--- src/rtl/mod3_sched_pkg.sv ---
// Shared types, symbol encodings and residue arithmetic for the mod-3 burst scheduler.
package mod3_sched_pkg;

    localparam int unsigned SYM_W = 2;
    localparam int unsigned RES_W = 2;

    typedef enum logic [1:0] {
        IDLE   = 2'd0,
        BURST  = 2'd1,
        RESULT = 2'd2
    } state_e;

    localparam logic [SYM_W-1:0] SYM_ZERO = 2'b00;
    localparam logic [SYM_W-1:0] SYM_TWO  = 2'b11;

    typedef struct packed {
        logic [RES_W-1:0] residue;
        logic             q;
        logic             err;
    } res_info_t;

    // One residue step; residue is always 0..2 so the sum never exceeds 4.
    function automatic logic [RES_W-1:0] mod3_step(input logic [RES_W-1:0] residue,
                                                   input logic [SYM_W-1:0] sym);
        logic [2:0] inc;
        logic [2:0] sum;
        inc = (sym == SYM_ZERO) ? 3'd0 : (sym == SYM_TWO) ? 3'd2 : 3'd1;
        sum = {1'b0, residue} + inc;
        if (sum >= 3'd3) begin
            sum = sum - 3'd3;
        end
        return sum[RES_W-1:0];
    endfunction

endpackage

--- src/rtl/mod3_rr_pick.sv ---
// Combinational round-robin pick: first valid requester at or after rr_ptr, wrapping.
module mod3_rr_pick #(
    parameter int unsigned NREQ = 4,
    parameter int unsigned IDW  = 2
) (
    input  logic [NREQ-1:0] req_valid,
    input  logic [IDW-1:0]  rr_ptr,
    output logic [IDW-1:0]  pick,
    output logic            any
);

    always_comb begin
        logic [IDW-1:0] idx;
        pick = '0;
        any  = 1'b0;
        idx  = '0;
        for (int unsigned off = 0; off < NREQ; off++) begin
            idx = IDW'((32'(rr_ptr) + off) % NREQ);
            if (!any && req_valid[idx]) begin
                any  = 1'b1;
                pick = idx;
            end
        end
    end

endmodule

--- src/rtl/mod3_burst_scheduler.sv ---
// Round-robin scheduler sharing one mod-3 residue engine among NREQ burst requesters.
// Define MOD3_SCHED_WATCHDOG_EN to end stalled bursts after TIMEOUT idle cycles.
module mod3_burst_scheduler
    import mod3_sched_pkg::*;
#(
    parameter int unsigned NREQ    = 4,
    parameter int unsigned IDW     = 2,
    parameter int unsigned TIMEOUT = 8
) (
    input  logic                  clock,
    input  logic                  reset,
    input  logic [NREQ-1:0]       req_valid,
    input  logic [SYM_W*NREQ-1:0] req_data,
    input  logic [NREQ-1:0]       req_last,
    output logic [NREQ-1:0]       req_ready,
    output logic                  res_valid,
    input  logic                  res_ready,
    output logic [IDW-1:0]        res_id,
    output logic [RES_W-1:0]      res_residue,
    output logic                  res_q,
    output logic                  res_err,
    output logic                  busy
);

    if (IDW != $clog2(NREQ) || NREQ < 2 || NREQ > 8 || TIMEOUT == 0) begin : g_param_check
        $error("mod3_burst_scheduler: illegal parameter combination");
    end

    logic [SYM_W-1:0] sym_arr [NREQ];
    for (genvar g = 0; g < NREQ; g++) begin : g_sym
        assign sym_arr[g] = req_data[SYM_W*g +: SYM_W];
    end

    state_e           state_q, state_d;
    logic [IDW-1:0]   rr_ptr_q, rr_ptr_d;
    logic [IDW-1:0]   gnt_q, gnt_d;
    logic [RES_W-1:0] residue_q, residue_d;
    logic [NREQ-1:0]  req_ready_q, req_ready_d;
    logic             res_valid_q, res_valid_d;
    logic [IDW-1:0]   res_id_q, res_id_d;
    res_info_t        res_info_q, res_info_d;
    logic             busy_q, busy_d;
    logic [IDW-1:0]   pick_idx;
    logic             pick_any;

`ifdef MOD3_SCHED_WATCHDOG_EN
    localparam int unsigned WDW = $clog2(TIMEOUT + 1);
    logic [WDW-1:0] wd_q, wd_d;
`endif

    mod3_rr_pick #(
        .NREQ (NREQ),
        .IDW  (IDW)
    ) u_pick (
        .req_valid (req_valid),
        .rr_ptr    (rr_ptr_q),
        .pick      (pick_idx),
        .any       (pick_any)
    );

    // Next state, context update and registered-output targets.
    always_comb begin
        state_d    = state_q;
        rr_ptr_d   = rr_ptr_q;
        gnt_d      = gnt_q;
        residue_d  = residue_q;
        res_id_d   = res_id_q;
        res_info_d = res_info_q;
`ifdef MOD3_SCHED_WATCHDOG_EN
        wd_d       = wd_q;
`endif
        unique case (state_q)
            IDLE: begin
                if (pick_any) begin
                    gnt_d     = pick_idx;
                    residue_d = '0;
                    state_d   = BURST;
`ifdef MOD3_SCHED_WATCHDOG_EN
                    wd_d      = '0;
`endif
                end
            end
            BURST: begin
                if (req_valid[gnt_q]) begin
                    residue_d = mod3_step(residue_q, sym_arr[gnt_q]);
`ifdef MOD3_SCHED_WATCHDOG_EN
                    wd_d      = '0;
`endif
                    if (req_last[gnt_q]) begin
                        state_d    = RESULT;
                        res_id_d   = gnt_q;
                        res_info_d = '{residue: residue_d, q: (residue_d == '0), err: 1'b0};
                    end
                end
`ifdef MOD3_SCHED_WATCHDOG_EN
                else if (32'(wd_q) + 32'd1 >= TIMEOUT) begin
                    state_d    = RESULT;
                    res_id_d   = gnt_q;
                    res_info_d = '{residue: residue_q, q: (residue_q == '0), err: 1'b1};
                end else begin
                    wd_d = wd_q + WDW'(1);
                end
`endif
            end
            RESULT: begin
                if (res_ready) begin
                    rr_ptr_d   = IDW'((32'(gnt_q) + 32'd1) % NREQ);
                    state_d    = IDLE;
                    res_id_d   = '0;
                    res_info_d = '0;
                end
            end
            default: state_d = IDLE;
        endcase
        req_ready_d = (state_d == BURST) ? (NREQ'(1) << gnt_d) : '0;
        res_valid_d = (state_d == RESULT);
        busy_d      = (state_d != IDLE);
    end

    always_ff @(posedge clock or negedge reset) begin
        if (!reset) begin
            state_q     <= IDLE;
            rr_ptr_q    <= '0;
            gnt_q       <= '0;
            residue_q   <= '0;
            req_ready_q <= '0;
            res_valid_q <= 1'b0;
            res_id_q    <= '0;
            res_info_q  <= '0;
            busy_q      <= 1'b0;
        end else begin
            state_q     <= state_d;
            rr_ptr_q    <= rr_ptr_d;
            gnt_q       <= gnt_d;
            residue_q   <= residue_d;
            req_ready_q <= req_ready_d;
            res_valid_q <= res_valid_d;
            res_id_q    <= res_id_d;
            res_info_q  <= res_info_d;
            busy_q      <= busy_d;
        end
    end

`ifdef MOD3_SCHED_WATCHDOG_EN
    always_ff @(posedge clock or negedge reset) begin
        if (!reset) begin
            wd_q <= '0;
        end else begin
            wd_q <= wd_d;
        end
    end
`endif

    assign req_ready   = req_ready_q;
    assign res_valid   = res_valid_q;
    assign res_id      = res_id_q;
    assign res_residue = res_info_q.residue;
    assign res_q       = res_info_q.q;
    assign res_err     = res_info_q.err;
    assign busy        = busy_q;

endmodule
--- config.mk ---
export PLATFORM = sky130hd
export DESIGN_NAME = mod3_burst_scheduler
export DESIGN_NICKNAME = d
export VERILOG_FILES = /design/src/rtl/mod3_sched_pkg.sv /design/src/rtl/mod3_rr_pick.sv /design/src/rtl/mod3_burst_scheduler.sv
export SDC_FILE = /design/constraint.sdc
export NUM_CORES = 1
export LEC_CHECK = 0
export CORE_AREA = 2 2 50 52
export CTS_BUF_LIST = sky130_fd_sc_hd__clkbuf_8
export DETAILED_ROUTE_END_ITERATION = 16
export DIE_AREA = 0 0 52 54
export GPL_TIMING_DRIVEN = 0
export PLACE_DENSITY = 0.95
export SLEW_MARGIN = 15
export SYNTH_ARGS = -nofsm -noshare
export SYNTH_HDL_FRONTEND = slang
export SYNTH_HIERARCHICAL = 1
export SYNTH_SLANG_ARGS = --single-unit
--- constraint.sdc ---
create_clock -name clock -period 5.8 [get_ports clock]
set_input_delay 0.58 -clock clock [delete_from_list [all_inputs] [get_ports clock]]
set_output_delay 0.58 -clock clock [all_outputs]
set_load 0.02 [all_outputs]
# Word-level counts from Yosys, hierarchy flattened
# Cells that the tools add are included.
[classes]
n_addsub = 6
magnitude_cmp = 7
eq_ne = 9
shift = 1
muxes = 47
n_bitwise = 1
n_reduce_logical = 15
[op_table]
columns = ["op", "n"]
rows = [
  ["two-way mux 2 bit", 22],
  ["two-way mux 4 bit", 4],
  ["less-than comparator 2 x 3 -> 1 bit, second input constant", 5],
  ["binary-select mux 1 bit (select 2 bit)", 6],
  ["two-way mux 1 bit", 10],
  ["!= test 2 bit, second input constant", 4],
  ["one-hot mux 2 bit (2 select lines)", 2],
  ["one-hot mux 4 bit (2 select lines)", 1],
  ["equality test 2 bit, second input constant", 3],
  ["zero test 2 bit", 3],
  ["one-hot mux 2 bit (3 select lines)", 1],
  ["nonzero test 2 bit", 3],
  ["adder 2 x 1 -> 2 bit, second input constant", 2],
  ["adder 2 bit, second input constant", 2],
  ["binary-select mux 2 bit (select 2 bit)", 1],
  ["equality test 2 x 1 -> 1 bit, second input constant", 2],
  ["AND reduction 4 bit", 1],
  ["left shift 1 x 2 -> 4 bit, first input constant", 1],
  ["adder 2 x 2 -> 3 bit", 1],
  ["greater-or-equal comparator 3 x 2 -> 1 bit, second input constant", 1],
  ["greater-or-equal comparator 3 bit, second input constant", 1],
  ["logical AND 1 bit", 3],
  ["zero test 1 bit", 3],
  ["inverter 2 -> 3 bit", 1],
  ["3 further kinds", 3],
]
[word_totals]
reg_bits = 20
input_bits = 19
out_inout_bits = 12
wordCells = 97

# Logic depth before layout (Yosys ltp)
[logic_depth]
depth_word = 16
depth_mapped = 12
ltp_nobuf = 11

# Hierarchy
# Netlist, hierarchy kept.
[modules_own_cells]
columns = ["module", "instances", "cells_per_inst", "area_each_um2", "seq_area_each_um2"]
rows = [
  ["mod3_burst_scheduler", 1, 105, 1101.1, 475.5],
  ["mod3_rr_pick", 1, 15, 77.6, 0.0],
]

# Worst setup path before layout
# Ideal clock, no wire load.
[synth_timing]
path_kind = "input port to flip-flop"
from = "input port req_data[6]"
to = "register res_info_q (netlist bit res_q)"
setup_ps = 79
arrival_time_ps = 2930
required_ps = 5721
setup_slack_ps = 2791
stages = 11
n_path_buf = 0
path_cell_list = "mux4_2 ha_1 ha_1 inv_1 fa_1 inv_1 ha_1 nor2b_1 mux2i_1 or3_1 mux2i_1"
[synth_via]
elab_chain_cells = 15
elab_cells_between_ends = 17
cone_classes = "add/sub (2); order compare (1); eq/ne (1); mux (11); reduce/logical (2)"
[synth_lines]
columns = ["element", "line", "rtl"]
rows = [
  ["from (decl)", "mod3_burst_scheduler.sv:13", "input logic [SYM_W*NREQ-1:0] req_data,"],
  ["binary-select mux 2 bit (select 2 bit) *", "mod3_burst_scheduler.sv:85", "residue_d = mod3_step(residue_q, sym_arr[gnt_q]);"],
  ["two-way mux 2 bit (implied by the code) * (2 in series)", "mod3_burst_scheduler.sv:85", ""],
  ["equality test 2 bit", "mod3_sched_pkg.sv:27", "inc = (sym == SYM_ZERO) ? 3'd0 : (sym == SYM_TWO) ? 3'd2 : 3'd1;"],
  ["two-way mux 2 bit", "mod3_sched_pkg.sv:27", ""],
  ["two-way mux 2 bit *", "mod3_sched_pkg.sv:27", ""],
  ["adder 2 x 2 -> 3 bit *", "mod3_sched_pkg.sv:28", "sum = {1'b0, residue} + inc;"],
  ["greater-or-equal comparator 3 x 2 -> 1 bit / subtractor 2 bit (equally long branches)", "mod3_sched_pkg.sv:29, mod3_sched_pkg.sv:30", ""],
  ["two-way mux 2 bit *", "mod3_sched_pkg.sv:29", "if (sum >= 3'd3) begin"],
  ["two-way mux 2 bit *", "mod3_burst_scheduler.sv:84", "if (req_valid[gnt_q]) begin"],
  ["two-way mux 2 bit *", "mod3_burst_scheduler.sv:72", "unique case (state_q)"],
  ["zero test 2 bit *", "mod3_burst_scheduler.sv:92", "res_info_d = '{residue: residue_d, q: (residue_d == '0), err: 1'b0};"],
  ["two-way mux 4 bit *", "mod3_burst_scheduler.sv:89", "if (req_last[gnt_q]) begin"],
  ["two-way mux 4 bit *", "mod3_burst_scheduler.sv:84", ""],
  ["one-hot mux 4 bit (2 select lines) *", "mod3_burst_scheduler.sv:72", ""],
  ["to (signal assigned)", "mod3_burst_scheduler.sv:139", "res_info_q <= res_info_d;"],
  ["to (decl)", "mod3_burst_scheduler.sv:41", "res_info_t res_info_q, res_info_d;"],
]
# Mark *: on every way between the ends. The rest lies on a longest branch, timed or not. The select of a mux whose other input is x is not followed.
# A chain may end at the register's enable or synchronous reset.

# Worst setup path after layout
[layout_timing]
from = "input port req_data[4]"
to = "register res_info_q (netlist bit res_q)"
# The elaborated chain is that of the path after synthesis.

==> results by group <==
Run status
  – Run status: completed

Logic synthesis
  – Yosys cell types: 40
  – Top FF cell, synth: dfrtp_1
  – Cell area after synthesis: about 1200 sq um
  – Synthesized flop and latch total: 19
  – Seq/Total Area, Yosys: 40.3%
  – Async set or reset register ratio after synthesis: 100%
  – EDFF count, synth: 0
  – Synth Area per Inst: 9.82 sq um
  – Ys Warns: 6
  – Gate count of the mapped netlist: 120
  – Syn Nets: ~140

Power
  – PwrDens: 524 nW/um^2
  – VDD IR-drop max: 0.326 mV
  – Leak: 0.708 nW

STA
  – Clock skew: 0.00809 ns
  – Unrepaired setup endpoints after global routing: no
  – Post-route setup TNS: 0 ns
  – Fin. Hold Viols: 0
  – Fmax: a little under 0.3 GHz
  – Part of the cycle the worst path needs: 58.0%
  – Min Tclk post-route: approximately 3.4 ns
  – Rel. slew slack: 45.7%
  – Max Slew Vio Count: 0
  – Slew at the pin closest to its max-slew limit: 0.812 ns
  – Final setup fails: 0

Clock network
  – Clock Sinks: 19
  – TritonCTS Buffers: 3
  – Setup bufs post-CTS: 0
  – Clk buf depth: 2
  – CTS Root Cell: clkbuf_8
  – Reg clk slew, reported paths: 0.06 ns
  – Cts hold-fix bufs: 0
  – TritonCTS clock tree: yes
  – CTS H-tree depth: 1
  – Post-CTS sizing: 0
  – Worst-Skew Late Latency: 0.26 ns

GRT
  – Vias in the first global route: between 1000 and 1500
  – Largest net degree at the start of global routing: 20
  – First-pass GRT wire length: 4150 um
  – GRT Total Usage: about a fifth
  – GR Overflow Total: 0
  – Initial antenna violation count: 0

Setup path
  – Crit end category: register
  – Worst Path Required: 5.98 ns
  – Crit-path max FO: 3
  – Critical path type: in2reg
  – CP startpoint kind: primary input
  – Reg2reg path depth: 12
  – Arrival @ worst endpoint: 3.54 ns

Floorplanning
  – Core Box Area: ~2300 sq um
  – Die area: approximately 2800 sq um
  – Die Y: 54 um
  – Die X: between 50 and 60 um
  – Rows: 18
  – I/O pin count: 31
  – Initial Util: 50.8%

Routing
  – Drt total wl: 2560 um
  – Post-DRT Antenna Nets: 0
  – # DRC: 0
  – Via Count: 1040
  – Vias per cell: 5.68
  – DRT Pass-1 Iters: 4
  – DR iter-0 viols: 17
  – Routed wire per std cell: 14.0 um

Place
  – I/O Buffers: 29
  – Placed Area: 1510 sq um
  – GPL Wtd Cong: around 0.8
  – Post-DP HPWL: roughly 2000 um
  – Placed cells: 179

Final layout
  – Most frequent cells in the layout: 29 x clkdlybuf4s50_1, 24 x nand2_1, 19 x dfrtp_1
  – Post-route cell area: roughly 1600 sq um
  – Area grow syn2layout: 31.7%
  – Commonest non-fill, non-tap cell in the layout: clkdlybuf4s50_1
  – Layout cells sized above 1: approximately a tenth
  – ANT cells: 0
  – Fin nets: 177
  – Fill count: 178
  – Fin cells: 183

Min path
  – Hold path cells: 2
  – Hold Path Class: reg2reg

Job
  – Max-cap violations: 0
final cells by class:
cell class	count	area (sq um)	share of cell area [%]
multi-input combinational	86	616	39.6
sequential	19	475	30.6
timing repair buffer	29	290	18.7
buffer	4	46.3	2.98
clock buffer	3	41.3	2.66
inverter	11	41.3	2.66
tap	30	37.5	2.42
clock inverter	1	5.00	0.322
registers in the layout, indices dropped and copies added (netlist names):
| signal | cells |
|---|---|
| state_q | 2 |
| res_valid | 1 |
| res_q | 1 |
| res_residue | 2 |
| gnt_q | 2 |
| busy | 1 |
| residue_q | 2 |
| res_id | 2 |
| rr_ptr_q | 2 |
| req_ready | 4 |
layer usage:
metal	GRT usage [%]	up-vias	share of wire (%)
li1	-	487	-
met1	23.1	504	41
met2	37.1	42	52
met3	3.06	7	4.7
met4	11.8	0	2.3
met5	0	-	0
worst max-delay path, stage by stage:
cell,delay (ns)
clkdlybuf4s50_1,0.40
mux4_2,0.47
ha_1,0.29
ha_1,0.13
inv_1,0.05
fa_1,0.53
inv_1,0.06
ha_1,0.19
nor2b_1,0.19
mux2i_1,0.16
or3_1,0.36
mux2i_1,0.13
cell families (layout without fill, tap and decap cells):
kind of cell	Yosys count	in the layout	synth area share [%]
other	1	1	0.318
AND/OR/NAND/NOR	45	45	19.4
flip-flops	19	19	40.3
buffers and inverters	15	48	7.43
XOR/XNOR	1	1	0.743
adder cells (fa/ha/maj)	4	4	4.88
multiplexers	10	10	11.7
AO/OA/AOI/OAI	25	25	15.2
power breakdown:
group	switching (W)	internal [W]	leakage [nW]
clock network	0.0000431	0.0000478	0.0255
logic	0.000258	0.000243	0.439
registers	0.0000369	0.000185	0.243
path summary, 6_finish.rpt:
| check | endpoint | from | slack [ns] |
|---|---|---|---|
| max | res_q$_DFFE_PN0P_ | req_data[4] | 2.44 |
| min | res_q$_DFFE_PN0P_ | res_q$_DFFE_PN0P_ | 0.54 |
| max reg2reg | res_q$_DFFE_PN0P_ | gnt_q[0]$_DFF_PN0_ | 2.57 |
| min reg2reg | res_q$_DFFE_PN0P_ | res_q$_DFFE_PN0P_ | 0.54 |
| max in group asynchronous | res_valid$_DFF_PN0_ | reset | 4.50 |
| min in group asynchronous | rr_ptr_q[1]$_DFFE_PN0P_ | reset | 0.78 |
synthesized netlist by cell type, types with 2 or more instances:
cell type	count	area [sq um]
a21oi_1	4	20.0
clkbuf_8	2	27.5
dfrtp_1	19	475
ha_1	3	37.5
inv_1	10	37.5
mux2i_1	7	70.1
mux4_2	3	67.6
nand2_1	24	90.1
nand2b_1	2	12.5
nand3_1	4	20.0
nor2_1	3	11.3
nor3b_1	2	15.0
o21ai_0	8	40.0
o31ai_1	3	22.5
through the flow:
stage	hold WS [ns]	power [W]	util [%]	setup slack (ns)
3_5_place_dp	0.517	0.000726	64.9	2.18
5_1_grt	0.568	0.000887	66.9	2.26
2_1_floorplan	0.284	0.000580	-	2.79
6_report	0.536	0.000814	66.9	2.44
3_3_place_gp	0.518	0.000699	64.9	2.27
4_1_cts	0.539	0.000821	66.9	2.44
Note: power is estimated with default switching activity, not from simulation.
